<file path="config.mk">
export PLATFORM = sky130hd
export DESIGN_NAME = instr_fetch_queue_flat
export DESIGN_NICKNAME = d
export VERILOG_FILES = /design/src/rtl/fetch_pkg.sv /design/src/rtl/instr_fetch_queue_if.sv /design/src/rtl/fetch_fifo.sv /design/src/rtl/instr_fetch_queue.sv /design/src/flat_wrapper.sv
export SDC_FILE = /design/constraint.sdc
export NUM_CORES = 1
export LEC_CHECK = 0
export CAP_MARGIN = 20
export CORE_MARGIN = 2
export CORE_UTILIZATION = 58
export CTS_BUF_LIST = sky130_fd_sc_hd__clkbuf_16
export CTS_CLUSTER_DIAMETER = 150
export CTS_CLUSTER_SIZE = 14
export DETAILED_ROUTE_END_ITERATION = 7
export GPL_ROUTABILITY_DRIVEN = 0
export PLACE_DENSITY_LB_ADDON = 0.1
export REMOVE_ABC_BUFFERS = 1
export SYNTH_ARGS = -nofsm -noshare
export SYNTH_HDL_FRONTEND = slang
export SYNTH_HIERARCHICAL = 1
export SYNTH_SLANG_ARGS = --single-unit
</file>
<file path="constraint.sdc">
create_clock -name Clk -period 6.09 [get_ports Clk]
set_input_delay 1.218 -clock Clk [delete_from_list [all_inputs] [get_ports Clk]]
set_output_delay 1.218 -clock Clk [all_outputs]
set_load 0.02 [all_outputs]
</file>
<file path="src/rtl/fetch_pkg.sv">
// Shared types and constants for the instruction-fetch front end.
package fetch_pkg;

  localparam int INSTR_W = 32;
  localparam logic [31:0] RESET_PC_DEFAULT = 32'h0000_0000;
  localparam logic [INSTR_W-1:0] NOP = 32'h0000_0000;

  typedef struct packed {
    logic [INSTR_W-1:0] instr;
    logic [31:0]        pc;
  } fq_entry_t;

  function automatic logic [31:0] align_pc(input logic [31:0] addr);
    return {addr[31:2], 2'b00};
  endfunction

endpackage

</file>
<file path="src/rtl/instr_fetch_queue_if.sv">
// Memory-read, redirect and decode handshake bundle of the fetch unit.
interface instr_fetch_queue_if
  import fetch_pkg::*;
#(
  parameter int MEM_ADDR_W = 10
);

  logic                  Mem_Rd;
  logic [MEM_ADDR_W-1:0] Mem_Addr;
  logic [INSTR_W-1:0]    Mem_Data;
  logic                  Redirect;
  logic [31:0]           Redirect_PC;
  logic [INSTR_W-1:0]    Instr;
  logic [31:0]           Instr_PC;
  logic                  Instr_Valid;
  logic                  Instr_Ready;

  modport master (
    output Mem_Rd, Mem_Addr, Instr, Instr_PC, Instr_Valid,
    input  Mem_Data, Redirect, Redirect_PC, Instr_Ready
  );

  modport slave (
    input  Mem_Rd, Mem_Addr, Instr, Instr_PC, Instr_Valid,
    output Mem_Data, Redirect, Redirect_PC, Instr_Ready
  );

endinterface

</file>
<file path="src/rtl/fetch_fifo.sv">
// Shift-register FIFO of {instr, pc}; entry 0 is the head register seen by decode.
module fetch_fifo
  import fetch_pkg::*;
#(
  parameter int DEPTH = 4,
  parameter int CNT_W = $clog2(DEPTH + 1)
) (
  input  logic             clk,
  input  logic             rst_n,
  input  logic             push,
  input  logic             pop,
  input  logic             flush,
  input  fq_entry_t        push_data,
  output fq_entry_t        head,
  output logic             head_valid,
  output logic [CNT_W-1:0] count
);

  fq_entry_t [DEPTH-1:0] ent_q, ent_d;
  logic [CNT_W-1:0]      count_q, count_d;
  logic                  valid_q, valid_d;
  logic                  do_pop_s, do_push_s;
  logic [CNT_W-1:0]      wr_idx_s;

  // Next-state: flush wins; otherwise shift on pop and write behind the last live entry.
  always_comb begin
    ent_d     = ent_q;
    count_d   = count_q;
    do_pop_s  = 1'b0;
    do_push_s = 1'b0;
    wr_idx_s  = count_q;
    if (flush) begin
      count_d = '0;
    end else begin
      do_pop_s  = pop && (count_q != '0);
      wr_idx_s  = count_q - CNT_W'(do_pop_s);
      do_push_s = push && (wr_idx_s < CNT_W'(DEPTH));
      if (do_pop_s) begin
        for (int i = 0; i < DEPTH - 1; i++) begin
          ent_d[i] = ent_q[i+1];
        end
      end else begin
        ent_d = ent_d;
      end
      for (int i = 0; i < DEPTH; i++) begin
        if (do_push_s && (wr_idx_s == CNT_W'(i))) begin
          ent_d[i] = push_data;
        end else begin
          ent_d[i] = ent_d[i];
        end
      end
      count_d = count_q + CNT_W'(do_push_s) - CNT_W'(do_pop_s);
    end
    valid_d = (count_d != '0);
  end

  // Queue storage, occupancy and registered head-valid.
  always_ff @(posedge clk or negedge rst_n) begin
    if (!rst_n) begin
      for (int i = 0; i < DEPTH; i++) begin
        ent_q[i] <= '{instr: NOP, pc: 32'h0000_0000};
      end
      count_q <= '0;
      valid_q <= 1'b0;
    end else begin
      ent_q   <= ent_d;
      count_q <= count_d;
      valid_q <= valid_d;
    end
  end

  assign head       = ent_q[0];
  assign head_valid = valid_q;
  assign count      = count_q;

endmodule

</file>
<file path="src/rtl/instr_fetch_queue.sv">
// Fetch front end: PC, single outstanding ROM read, redirect handling and the
// instruction queue that feeds decode.
module instr_fetch_queue
  import fetch_pkg::*;
#(
  parameter int          DEPTH      = 4,
  parameter int          MEM_ADDR_W = 10,
  parameter logic [31:0] RESET_PC   = RESET_PC_DEFAULT
) (
  input logic                Clk,
  input logic                Reset_n,
  instr_fetch_queue_if.master bus
);

  localparam int CNT_W = $clog2(DEPTH + 1);
  localparam int OCC_W = CNT_W + 1;

  logic [31:0]           pc_q, pc_d;
  logic                  inflight_q, inflight_d;
  logic [31:0]           inflight_pc_q, inflight_pc_d;

  logic [31:0]           target_s;
  logic                  pop_s;
  logic                  push_s;
  logic                  issue_s;
  logic                  mem_rd_s;
  logic [MEM_ADDR_W-1:0] mem_addr_s;
  logic [OCC_W-1:0]      occ_s;
  logic [CNT_W-1:0]      fifo_count_s;
  logic                  fifo_valid_s;
  fq_entry_t             fifo_head_s;
  fq_entry_t             push_entry_s;

  // Issue/redirect decision. Occupancy counts the read already in flight so the
  // queue can never be overrun; a redirect overrides everything else.
  always_comb begin
    target_s      = align_pc(bus.Redirect_PC);
    pop_s         = fifo_valid_s && bus.Instr_Ready && !bus.Redirect;
    push_s        = inflight_q && !bus.Redirect;
    occ_s         = {1'b0, fifo_count_s} + OCC_W'(inflight_q) - OCC_W'(pop_s);
    issue_s       = (occ_s < OCC_W'(DEPTH));
    pc_d          = pc_q;
    inflight_d    = inflight_q;
    inflight_pc_d = inflight_pc_q;
    mem_rd_s      = 1'b0;
    mem_addr_s    = pc_q[MEM_ADDR_W+1:2];
    if (bus.Redirect) begin
      mem_rd_s      = 1'b1;
      mem_addr_s    = target_s[MEM_ADDR_W+1:2];
      pc_d          = target_s + 32'd4;
      inflight_d    = 1'b1;
      inflight_pc_d = target_s;
    end else if (issue_s) begin
      mem_rd_s      = 1'b1;
      pc_d          = pc_q + 32'd4;
      inflight_d    = 1'b1;
      inflight_pc_d = pc_q;
    end else begin
      inflight_d    = 1'b0;
    end
  end

  // PC and outstanding-read tracking.
  always_ff @(posedge Clk or negedge Reset_n) begin
    if (!Reset_n) begin
      pc_q          <= RESET_PC;
      inflight_q    <= 1'b0;
      inflight_pc_q <= 32'h0000_0000;
    end else begin
      pc_q          <= pc_d;
      inflight_q    <= inflight_d;
      inflight_pc_q <= inflight_pc_d;
    end
  end

  assign push_entry_s = '{instr: bus.Mem_Data, pc: inflight_pc_q};

  fetch_fifo #(
    .DEPTH (DEPTH),
    .CNT_W (CNT_W)
  ) u_fifo (
    .clk        (Clk),
    .rst_n      (Reset_n),
    .push       (push_s),
    .pop        (pop_s),
    .flush      (bus.Redirect),
    .push_data  (push_entry_s),
    .head       (fifo_head_s),
    .head_valid (fifo_valid_s),
    .count      (fifo_count_s)
  );

  // Read strobe drops the moment reset asserts, not at the next edge.
  assign bus.Mem_Rd      = mem_rd_s & Reset_n;
  assign bus.Mem_Addr    = mem_addr_s;
  assign bus.Instr       = fifo_head_s.instr;
  assign bus.Instr_PC    = fifo_head_s.pc;
  assign bus.Instr_Valid = fifo_valid_s;

endmodule

</file>
<file path="src/flat_wrapper.sv">
// flat-port wrapper written by rule: the top's interface ports become plain ports
module instr_fetch_queue_flat import fetch_pkg::*;
#(
  parameter int          DEPTH      = 4,
  parameter int          MEM_ADDR_W = 10,
  parameter logic [31:0] RESET_PC   = RESET_PC_DEFAULT
)
  (Clk, Reset_n, bus_Mem_Rd, bus_Mem_Addr, bus_Instr, bus_Instr_PC, bus_Instr_Valid, bus_Mem_Data, bus_Redirect, bus_Redirect_PC, bus_Instr_Ready);
  instr_fetch_queue_if #(.MEM_ADDR_W(MEM_ADDR_W)) bus_i ();
  input logic Clk;
  input logic Reset_n;
  output wire logic [$bits(bus_i.Mem_Rd)-1:0] bus_Mem_Rd;
  output wire logic [$bits(bus_i.Mem_Addr)-1:0] bus_Mem_Addr;
  output wire logic [$bits(bus_i.Instr)-1:0] bus_Instr;
  output wire logic [$bits(bus_i.Instr_PC)-1:0] bus_Instr_PC;
  output wire logic [$bits(bus_i.Instr_Valid)-1:0] bus_Instr_Valid;
  input wire logic [$bits(bus_i.Mem_Data)-1:0] bus_Mem_Data;
  input wire logic [$bits(bus_i.Redirect)-1:0] bus_Redirect;
  input wire logic [$bits(bus_i.Redirect_PC)-1:0] bus_Redirect_PC;
  input wire logic [$bits(bus_i.Instr_Ready)-1:0] bus_Instr_Ready;
  assign bus_Mem_Rd = bus_i.Mem_Rd;
  assign bus_Mem_Addr = bus_i.Mem_Addr;
  assign bus_Instr = bus_i.Instr;
  assign bus_Instr_PC = bus_i.Instr_PC;
  assign bus_Instr_Valid = bus_i.Instr_Valid;
  assign bus_i.Mem_Data = bus_Mem_Data;
  assign bus_i.Redirect = bus_Redirect;
  assign bus_i.Redirect_PC = bus_Redirect_PC;
  assign bus_i.Instr_Ready = bus_Instr_Ready;
  instr_fetch_queue #(.DEPTH(DEPTH), .MEM_ADDR_W(MEM_ADDR_W), .RESET_PC(RESET_PC)) u_core (.Clk(Clk), .Reset_n(Reset_n), .bus(bus_i));
endmodule
</file>
### Word level (Yosys, flattened, before mapping)

Cells that the tools add are included.

* mux-type cells: 12
* reduce and logical (&&, ||, !) cells: 21
* add/subtract/negate cells: 7
* order comparisons: 2
* equal/unequal tests: 3
* bitwise gates (word level): 2

Operator list (count)
* two-way mux 192 bit: 1
* two-way mux 64 bit: 3
* two-way mux 32 bit: 4
* adder 32 x 3 -> 32 bit, second input constant: 2
* two-way mux 10 bit: 1
* logical AND 1 bit: 9
* AND reduction 2 bit: 4
* nonzero test 2 bit: 4
* == test 3 x 2 -> 1 bit, second input constant: 2
* nonzero test 3 bit: 2
* subtractor 3 x 1 -> 3 bit: 2
* adder 3 x 1 -> 4 bit: 1
* less-than comparator 4 x 3 -> 1 bit, second input constant: 1
* subtractor 4 x 1 -> 4 bit: 1
* adder 3 x 1 -> 3 bit: 1
* == test 3 x 1 -> 1 bit, second input constant: 1
* logical NOT 3 bit: 1
* less-than comparator 3 bit, second input constant: 1
* two-way mux 3 bit: 1
* two-way mux 1 bit: 2
* AND 1 bit: 1
* logical NOT 1 bit: 1
* inverter 1 bit: 1

* register bits: 325

### Logic depth before layout (Yosys ltp)

Gate-level depths: netlist of run 1.

* word-level depth: 10
* depth in mapped cells: 23
* mapped depth without buffers: 15

### Cells and area by module

The synthesis of run 1 kept the hierarchy.

By module, submodules not included
* fetch_fifo: cells an instance 895, times used 1, area each 12079.1 µm²
* instr_fetch_queue: cells an instance 439, times used 1, area each 4028.9 µm²

### Worst setup path after synthesis of run 1

OpenSTA, ideal clock, no wires.

* kind: input -> register
* start: input bus_Redirect
* end: register u_core.u_fifo.valid_q (netlist: u_core/u_fifo/head_valid)
* path buffers: 9
* arrival time: 5264 ps
* path slack: 695 ps
* stages on the path: 23
* cells stage by stage: buf_6 buf_6 buf_4 buf_2 buf_1 clkbuf_1 nor2_1 and2_1 ha_1 ha_1 xor2_1 buf_4 buf_2 clkbuf_1 or2_1 ha_1 inv_1 ha_1 inv_1 fa_1 xnor3_1 nor2_1 or3_1

* cells in the longest elaborated chain, start to end: 10
* elaborated cells between the ends (all ways): 11
* classes of those cells: 3 x add/sub; 1 x order compare; 1 x mux; 6 x reduce/logical

Ends and longest elaborated chain
* start: declaration: line flat_wrapper.sv:18 `input wire logic [$bits(bus_i.Redirect)-1:0] bus_Redirect;`
* logical NOT 1 bit (*): line instr_fetch_queue.sv:38 `pop_s = fifo_valid_s && bus.Instr_Ready && !bus.Redirect;`
* logical AND 1 bit (*): line instr_fetch_queue.sv:38
* via u_core.pop_s: line instr_fetch_queue.sv:23 `logic pop_s;`
* logical AND 1 bit (*): line fetch_fifo.sv:35 `do_pop_s = pop && (count_q != '0);`
* subtractor 3 x 1 -> 3 bit: line fetch_fifo.sv:36 `wr_idx_s = count_q - CNT_W'(do_pop_s);`
* less-than comparator 3 bit: line fetch_fifo.sv:37 `do_push_s = push && (wr_idx_s < CNT_W'(DEPTH));`
* logical AND 1 bit: line fetch_fifo.sv:37
* adder 3 x 1 -> 3 bit: line fetch_fifo.sv:52 `count_d = count_q + CNT_W'(do_push_s) - CNT_W'(do_pop_s);`
* subtractor 3 x 1 -> 3 bit (*): line fetch_fifo.sv:52
* two-way mux 3 bit (*): line fetch_fifo.sv:32 `if (flush) begin`
* via u_core.u_fifo.count_d[2]: line fetch_fifo.sv:20 `logic [CNT_W-1:0] count_q, count_d;`
* nonzero test 3 bit (*): line fetch_fifo.sv:54 `valid_d = (count_d != '0);`
* via u_core.u_fifo.valid_d: line fetch_fifo.sv:21 `logic valid_q, valid_d;`
* end signal: assignment: line fetch_fifo.sv:68 `valid_q <= valid_d;`
* end: declaration: line fetch_fifo.sv:21

Mark *: on every way through the listed nets, which the timed path passes. The rest lies on a longest branch.
A chain may end at the register's enable or synchronous reset.

### Worst setup path in the final report of run 1

* start: input bus_Instr_Ready
* end: output bus_Mem_Rd

* cells in the longest elaborated chain, start to end: 7

Ends and longest elaborated chain
* start: declaration: line flat_wrapper.sv:20 `input wire logic [$bits(bus_i.Instr_Ready)-1:0] bus_Instr_Ready;`
* logical AND 1 bit (2 in series): line instr_fetch_queue.sv:38
* via u_core.pop_s: line instr_fetch_queue.sv:23
* subtractor 4 x 1 -> 4 bit: line instr_fetch_queue.sv:40 `occ_s = {1'b0, fifo_count_s} + OCC_W'(inflight_q) - OCC_W'(pop_s);`
* less-than comparator 4 x 3 -> 1 bit: line instr_fetch_queue.sv:41 `issue_s = (occ_s < OCC_W'(DEPTH));`
* two-way mux 1 bit: line instr_fetch_queue.sv:53 `end else if (issue_s) begin`
* two-way mux 1 bit: line instr_fetch_queue.sv:47 `if (bus.Redirect) begin`
* AND 1 bit: line instr_fetch_queue.sv:94 `assign bus.Mem_Rd = mem_rd_s & Reset_n;`
* end: declaration: line flat_wrapper.sv:12 `output wire logic [$bits(bus_i.Mem_Rd)-1:0] bus_Mem_Rd;`

The timed path passes the listed nets, and every way through them passes these cells.

==> flow_metrics.tcl, run 1 <==
set metrics [dict create \
    cts.repair.resized 0 \
    post-cts-setup-buffers 0 \
    drcViolationCount 0 \
    crit_required_ns 4.87 \
    synth.most_common_cell "dfrtp_1" \
    vias 10831 \
    port_buffers 141 \
    cp.arrival_ns 4.20 \
    drt_iter0_drc 863 \
    via_per_inst 6.27 \
    hold_ws_ns 0.481 \
    synthDistinctLibCells 66 \
    synthAdderAreaFrac 0.00746 \
    synthMuxAreaShare 0.0865 \
    synthArstFlopShare 1.00 \
    yosys.area_share.simple 0.142 \
    netlist_area_um2 16100 \
    synth_edf_count 0 \
    cts-root-buf "clkbuf_16" \
    syn_area_per_cell_um2 12.1 \
    clockBufferDepth 3 \
    status "complete, no violations" \
    whs_path_depth 2 \
    reg2reg_setup_slack_ns 2.18 \
    n_antenna_cell 0 \
    tns_ns 0 \
    nets 1426 \
    rr_worst_depth 9 \
    hold_buffers 0 \
    ys.warnings.count 6 \
    yosysTopAreaCellShare 0.499 \
    synthXorXnorAreaFrac 0.0248 \
    power_density_nw_per_um2 467 \
    die_h_um 171 \
    regToRegStartpoint "u_core/u_fifo/count[2]" \
    antenna_left 0 \
    post_dp_cell_area_um2 17200 \
    grt_max_degree 195 \
    insertion_delay_ns 0.54 \
    synthTopCellsByCount "dfrtp_1 (321), or3_1 (191), o221a_2 (107)" \
    timing.fmax_ghz 0.184 \
    fin_area_um2 18000 \
    boundaryPins 144 \
    ir_worst_vdd_mv 0.277 \
    synth_top_family_by_area "compound AO/OA/AOI/OAI gates" \
    ys_seq_elements 321 \
    grt_pass1_wl_mm 59.3 \
    drive_gt1_frac 0.188 \
    area_growth_pct 11.4 \
    finalSetupViolCount 0 \
    antenna_found_initial 0 \
    start_util 0.585 \
    synth.area.top_cells "dfrtp_1 (50%), o221a_2 (7.5%), or3_1 (7.4%), o221a_1 (5.9%), mux2_4 (5.6%)" \
    slew_viol_final 0 \
    crit_slowest_cell "clkdlybuf4s50_1" \
    cp_num_buf_inv 4 \
    die_w_um 171 \
    cts.sinks 321 \
    worst_hold_path.endpoint "u_core/pc_q[3]" \
    tritoncts "done" \
    r2r-end "u_core/u_fifo/head[16]" \
    skew_ns 0.0125 \
    crit_type "in2out" \
    yosysTopAreaCell "dfrtp_1" \
    wl_mm 36.6 \
    cp_cell_sequence "clkdlybuf4s50_1 -> nand2_1 -> nor2_1 -> ha_1 -> inv_1 -> ha_1 -> and3b_1 -> o211a_1 -> nor3_2 -> inv_2 -> and2_1 -> clkdlybuf4s50_1" \
    grt_pass1_vias 10606 \
    core_um2 27600 \
    maxCapViolCount 0 \
    period_share 0.890 \
    cp_max_fo 10 \
    numCtsBuffers 26 \
    row_count 61 \
    grt_usage 0.252 \
    finalHoldViolCount 0 \
    worstMarginPinSlew_ns 0.949 \
    slowest_delay_ns 0.55 \
    overflow 0 \
    post_drt_wl_per_cell_um 21.2 \
    h-tree-depth 1 \
    clk_pin_slew_ns 0.07 \
    yosysSeqAreaShare 0.499 \
    end_kind "output port" \
    p_leak_nw 7.18 \
    synth_compound_area_frac 0.168 \
    synthCells 1334 \
    rsz0062_at_grt "false" \
    synth_flop_cell "dfrtp_1" \
    hold_class "reg2reg" \
    layout_min_cycle_time_ns 5.42 \
    dr.pass1.iters 5 \
    min_from "u_core/pc_q[3]" \
    slew_headroom 0.366 \
    die_area_um2 29100 \
    hpwl_mm 21.0 \
    crit_family "simple AND/OR/NAND/NOR gates" \
    startpoint_type "primary input" \
]
==> routing by layer <==
| layer | vias up | track usage | share of wire |
|---|---|---|---|
| li1 | 4975 | - | - |
| met1 | 5525 | 0.381 | 0.48 |
| met2 | 298 | 0.401 | 0.46 |
| met3 | 33 | 0.0294 | 0.049 |
| met4 | 0 | 0.0416 | 0.0096 |
| met5 | - | 0 | 0 |
==> kinds of logic after synthesis <==
logic type / count (synthesis)
AO/OA/AOI/OAI: 266
XOR/XNOR: 44
adder cells (fa/ha/maj): 9
buffers and inverters: 200
flip-flops: 321
multiplexers: 108
other: 1
AND/OR/NAND/NOR: 385
==> placed cells by master, fill, tap and decap left out, types with 22 or more instances in the layout <==
cell / synthesis / layout
or3_1: 191 / 191
nand3_1: 24 / 24
mux2i_1: 39 / 39
nand2_1: 45 / 45
xnor2_1: 33 / 33
o21ai_0: 29 / 29
clkdlybuf4s50_1: 0 / 139
mux2_4: 60 / 60
nor2_1: 47 / 47
dfrtp_1: 321 / 321
clkbuf_16: 0 / 27
a21oi_1: 22 / 22
o221a_2: 107 / 107
o221a_1: 85 / 85
==> power breakdown <==
group | leakage, nW | total [W] | internal, W | switching (W)
clock | 0.338 | 0.00151 | 0.000777 | 0.000728
combinational | 3.04 | 0.00317 | 0.00171 | 0.00146
sequential | 3.80 | 0.00372 | 0.00306 | 0.000664
==> tightest hold or removal path, cell delays in order, from the launching register on <==
cell and delay, ns:
dfrtp_1 0.34, nand2_1 0.05, nand2_1 0.05
==> layout make-up <==
type,instances,area [um^2]
clock inverters,1,3.75
multi-input cells,820,7020
fillers,2108,9600
flip-flops and latches,321,8030
repair buffers,162,1680
clock buffers,27,676
well taps,378,473
inverters,18,67.6
==> per-stage QoR <==
step	power, W	std cells	util	worst slack (ns)
floorplan	0.00568	1159	-	-4.58
global placement	0.00678	1697	0.625	0.677
detailed placement	0.00691	1697	0.625	0.644
CTS	0.00843	1725	0.650	0.641
global route	0.00887	1727	0.652	0.479
finish	0.00839	1727	0.652	0.668
==> state kept, by name (all words and copies together) (netlist names) <==
| name | flops |
|---|---|
| u_core/inflight_pc_q | 30 |
| u_core/u_fifo/head | 64 |
| u_core/inflight_q | 1 |
| u_core/u_fifo/ent_q | 192 |
| u_core/u_fifo/count | 3 |
| u_core/u_fifo/head_valid | 1 |
| u_core/pc_q | 30 |
==> worst max-delay path by stage <==
stage	from	slack (ns)	depth (start not counted)	to
2_1_floorplan	bus_Instr_Ready	-4.58	8	u_core/u_fifo/ent_q[109]
3_3_place_gp	bus_Instr_Ready	0.68	12	bus_Mem_Rd
4_1_cts	bus_Instr_Ready	0.64	12	bus_Mem_Rd
6_report	bus_Instr_Ready	0.67	12	bus_Mem_Rd
3_5_place_dp	bus_Instr_Ready	0.64	12	bus_Mem_Rd
5_1_grt	bus_Instr_Ready	0.48	12	bus_Mem_Rd
No activity file was read; power rests on OpenSTA's default activity.
==> run 2, diff against run 1 <==
CORE_ASPECT_RATIO = 0.5   (was unset)
SLEW_MARGIN = 15   (was unset)
==> run 2 against run 1 <==
  * Sequential power is essentially flat
  * Worst hold slack gained 0.0099 ns
  * Die area grew 0.28%
  * Critical path depth is the same
  * Core utilization shrank 0.058 points
  * Sequential share of layout area grew 0.14 points
  * Critical path type unchanged
  * Largest power group unchanged
==> flow_metrics.tcl, run 2 (synthesized netlist as in run 1, its figures left out) <==
set metrics [dict create \
    crit_path_end "bus_Mem_Rd" \
    cts.repair.resized 0 \
    cp.depth 12 \
    period_share 0.919 \
    slowest_delay_ns 0.64 \
    largest_register_ffs 192 \
    slew_viol_final 0 \
    drive_gt1_frac 0.191 \
    clk_pin_slew_ns 0.07 \
    cp.arrival_ns 4.38 \
    grt_max_degree 99 \
    insertion_delay_ns 0.55 \
    crit_slowest_cell "nor3_2" \
    boundaryPins 144 \
    drcViolationCount 0 \
    clockBufferDepth 3 \
    grt_pass1_wl_mm 62.2 \
    port_buffers 141 \
    via_per_inst 6.39 \
    nets 1431 \
    overflow 0 \
    row_count 43 \
    cts-root-buf "clkbuf_16" \
    hpwl_mm 22.7 \
    layout_min_cycle_time_ns 5.60 \
    die_w_um 240 \
    rsz0062_at_grt "false" \
    regToRegStartpoint "u_core/u_fifo/count[2]" \
    cp_num_buf_inv 4 \
    finalHoldViolCount 0 \
    h-tree-depth 1 \
    power_density_nw_per_um2 471 \
    antenna_found_initial 0 \
    rr_worst_depth 9 \
    crit_type "in2out" \
    ir_worst_vdd_mv 0.245 \
    placed_cells_incl_taps 1707 \
    drt_iter0_drc 1026 \
    grt_usage 0.269 \
    skew_ns 0.0155 \
    antenna_left 0 \
    wl_mm 38.7 \
    cp_cell_sequence "clkdlybuf4s50_1 -> nand2_1 -> nor2_1 -> ha_1 -> inv_1 -> ha_1 -> and3b_1 -> o211a_1 -> nor3_2 -> inv_2 -> and2_1 -> clkdlybuf4s50_1" \
    crit_required_ns 4.87 \
    cp_max_fo 10 \
    worstMarginPinSlew_ns 1.08 \
    area_growth_pct 11.1 \
    hold_class "reg2reg" \
    hold_ws_ns 0.491 \
    end_kind "output port" \
    top_register "u_core/u_fifo/ent_q" \
    post-route-util 0.651 \
    p_leak_nw 7.17 \
    cp-startpoint "bus_Instr_Ready" \
    timing.fmax_ghz 0.179 \
    slew_headroom 0.281 \
    fill_cells 2084 \
    vias 11094 \
    startpoint_type "primary input" \
    post_drt_wl_per_cell_um 22.3 \
    numCtsBuffers 26 \
    n_antenna_cell 0 \
    reg2reg_setup_slack_ns 1.70 \
    core_um2 27500 \
    crit_family "simple AND/OR/NAND/NOR gates" \
    final_cell_mix "dfrtp_1 (321), or3_1 (191), clkdlybuf4s50_1 (139)" \
    die_h_um 122 \
    r2r-end "u_core/u_fifo/ent_q[72]" \
    maxCapViolCount 0 \
    tns_ns 0 \
    dr.pass1.iters 5 \
    cts.sinks 321 \
    mostFrequentLayoutCell "dfrtp_1" \
    tritoncts "done" \
    hold_buffers 0 \
    finalSetupViolCount 0 \
    status "complete, no violations" \
    die_area_um2 29200 \
    final_cells 1736 \
    grt_pass1_vias 11392 \
    start_util 0.586 \
    post-cts-setup-buffers 0 \
]
## run 2: cell count changes in the layout (fill, tap and decap cells not counted), sizes merged
cell,change
buf,+5
## run 2: worst register-to-register path, delay by kind of cell (launching register included)
| family | cells | cell delay, ns |
|---|---|---|
| buf+inv | 2 | 1.58 |
| compound gates | 1 | 0.17 |
| xor+xnor | 1 | 0.54 |
| flops | 1 | 0.52 |
| simple gates | 3 | 1.07 |
| fa+ha+maj | 2 | 0.43 |
## run 2: metal layers
layer  routed length (um)  GRT usage  share of wire
met5                    0          0              0
met3                 1890     0.0349          0.049
met2                18400      0.436           0.47
met1                17800      0.389           0.46
met4                  698     0.0668          0.018
## run 2: power breakdown
part	total (W)	switching, W	internal, W
clock	0.00151	0.000730	0.000778
combinational	0.00319	0.00148	0.00171
sequential	0.00373	0.000673	0.00306
## run 2: area by class of cell
type / instances / area, um^2 / share of cell area
multi-input cells: 820 / 7000 / 0.391
clock buffers: 27 / 676 / 0.0378
flip-flops and latches: 321 / 8030 / 0.449
inverters: 18 / 67.6 / 0.00378
well taps: 382 / 478 / 0.0267
clock inverters: 1 / 3.75 / 0.000210
repair buffers: 167 / 1640 / 0.0917
## run 2: worst min path at each step
stage,slack [ns],startpoint,end,cells past startpoint
final,0.49,u_core/pc_q[2],u_core/pc_q[2],2
after global routing,0.52,u_core/u_fifo/ent_q[192],u_core/u_fifo/ent_q[192],1
after CTS,0.49,u_core/pc_q[2],u_core/pc_q[2],2
after detailed placement,0.48,u_core/u_fifo/ent_q[192],u_core/u_fifo/ent_q[192],1
after global placement,0.46,u_core/pc_q[3],u_core/pc_q[3],2
after floorplan,0.44,u_core/pc_q[3],u_core/pc_q[3],2
## run 2: per-stage QoR
step,setup slack [ns],power [W],area [um^2]
final,0.493,0.00843,17900
after global routing,0.241,0.00888,17900
after CTS,0.513,0.00845,17900
after detailed placement,0.510,0.00694,17200
after global placement,0.626,0.00680,17200
after floorplan,-4.58,0.00568,15000
==> run 3, diff against run 2 <==
CORE_UTILIZATION = 53   (was 58)
clock period = 4.57 ns   (was 6.09 ns; I/O delays follow)
==> run 3 against run 2 <==
  * First-iteration DRC count shrank 19%
  * Global-route usage shrank 2.1 points
  * Clock power grew 34%
  * Critical path depth is the same
  * Clock skew shrank 0.0072 ns
  * Critical endpoint unchanged
==> flow_metrics.tcl, run 3 (synthesized netlist as in run 1, its figures left out) <==
set metrics [dict create \
    status "complete, no violations" \
    startpoint_type "primary input" \
    cp-startpoint "bus_Instr_Ready" \
    largest_register_ffs 192 \
    grt_pass1_vias 11246 \
    ir_worst_vdd_mv 0.303 \
    timing.fmax_ghz 0.229 \
    crit_type "in2out" \
    worstMarginPinSlew_ns 1.03 \
    boundaryPins 144 \
    crit_required_ns 3.66 \
    nets 1436 \
    slowest_delay_ns 0.59 \
    area_growth_pct 12.0 \
    clockBufferDepth 3 \
    cp_num_buf_inv 4 \
    period_share 0.955 \
    insertion_delay_ns 0.55 \
    power_density_nw_per_um2 626 \
    antenna_left 0 \
    top_register "u_core/u_fifo/ent_q" \
    cp_cell_sequence "clkdlybuf4s50_1 -> nand2_1 -> nor2_1 -> ha_1 -> inv_1 -> ha_1 -> and3b_1 -> a2111oi_2 -> nor3_2 -> inv_2 -> and2_1 -> clkdlybuf4s50_1" \
    tritoncts "done" \
    grtUsageMet1 0.358 \
    slew_viol_final 0 \
    port_buffers 141 \
    drcViolationCount 0 \
    p_total_w 0.0113 \
    grt_max_degree 200 \
    start_util 0.535 \
    end_kind "output port" \
    numCtsBuffers 26 \
    finalHoldViolCount 0 \
    post-cts-setup-buffers 0 \
    via_per_inst 6.21 \
    cp.arrival_ns 3.45 \
    wl_mm 39.4 \
    die_w_um 251 \
    cts.repair.resized 0 \
    finalSetupViolCount 0 \
    grt_usage 0.248 \
    die_h_um 127 \
    met3_usage 0.0314 \
    hold_class "in2async" \
    overflow 0 \
    core_um2 30100 \
    p_leak_nw 7.23 \
    layout_min_cycle_time_ns 4.36 \
    seqCellArea_um2 8030 \
    n_antenna_cell 0 \
    use_met2 0.407 \
    tns_ns 0 \
    h-tree-depth 1 \
    antenna_found_initial 0 \
    hpwl_mm 23.1 \
    crit_family "buffers and inverters" \
    drive_gt1_frac 0.194 \
    final_cell_mix "dfrtp_1 (321), or3_1 (191), clkdlybuf4s50_1 (139)" \
    rsz0062_at_grt "false" \
    dr.pass1.iters 4 \
    maxCapViolCount 0 \
    fill_cells 2415 \
    cts.sinks 321 \
    slew_headroom 0.313 \
    skew_ns 0.00828 \
    die_area_um2 31900 \
    row_count 45 \
    grt_pass1_wl_mm 63.2 \
    cp_max_fo 2 \
    multi_input_area_um2 7000 \
    regToRegStartpoint "u_core/u_fifo/count[2]" \
    mostFrequentLayoutCell "dfrtp_1" \
    grt-busiest-layer "met2" \
    crit_slowest_cell "clkdlybuf4s50_1" \
    drt_iter0_drc 826 \
    vias 10909 \
    hold_buffers 0 \
    post_drt_wl_per_cell_um 22.4 \
    clk_pin_slew_ns 0.07 \
    cts-root-buf "clkbuf_16" \
]
## run 3: cell count changes in the layout (fill, tap and decap cells not counted)
cell / previous run / this run
buf_12: 1 / 10
buf_16: 1 / 0
buf_4: 25 / 22
## run 3: per-stage QoR
stage | instance area [um^2] | cells | util | hold slack, ns | setup WS (ns)
after CTS | 18000 | 1758 | 0.599 | 0.199 | 0.200
final | 18000 | 1758 | 0.599 | 0.210 | 0.208
after floorplan | 15000 | 1159 | - | 0.438 | -5.79
after global routing | 18000 | 1758 | 0.599 | 0.209 | 0.0670
after detailed placement | 17400 | 1730 | 0.577 | 0.459 | 0.200
after global placement | 17400 | 1730 | 0.577 | 0.452 | 0.293
## run 3: layer usage
| layer | up-vias | part of all wire |
|---|---|---|
| met2 | 231 | 0.47 |
| li1 | 4986 | - |
| met1 | 5646 | 0.47 |
| met5 | - | 0 |
| met4 | 0 | 0.017 |
| met3 | 46 | 0.039 |
## run 3: cell type report
class,instances,area share
multi-input cells,820,0.388
repair buffers,172,0.0982
well taps,399,0.0277
clock buffers,27,0.0374
inverters,18,0.00374
flip-flops and latches,321,0.445
clock inverters,1,0.000208
## run 3: power by group
group	switching [W]	internal (W)	leakage [nW]
Combinational	0.00199	0.00231	3.09
Clock	0.000988	0.00104	0.338
Sequential	0.000895	0.00407	3.80
## run 3: worst paths after layout
path	to	depth (start not counted)	slack [ns]
setup / recovery	bus_Mem_Rd	12	0.21
hold reg to reg	u_core/pc_q[3]	2	0.49
setup reg to reg	u_core/u_fifo/head_valid	14	0.80
max in group asynchronous	u_core/u_fifo/head[49]	3	2.63
min in group Clk	u_core/pc_q[3]	2	0.49
hold / removal	u_core/pc_q[12]	1	0.21
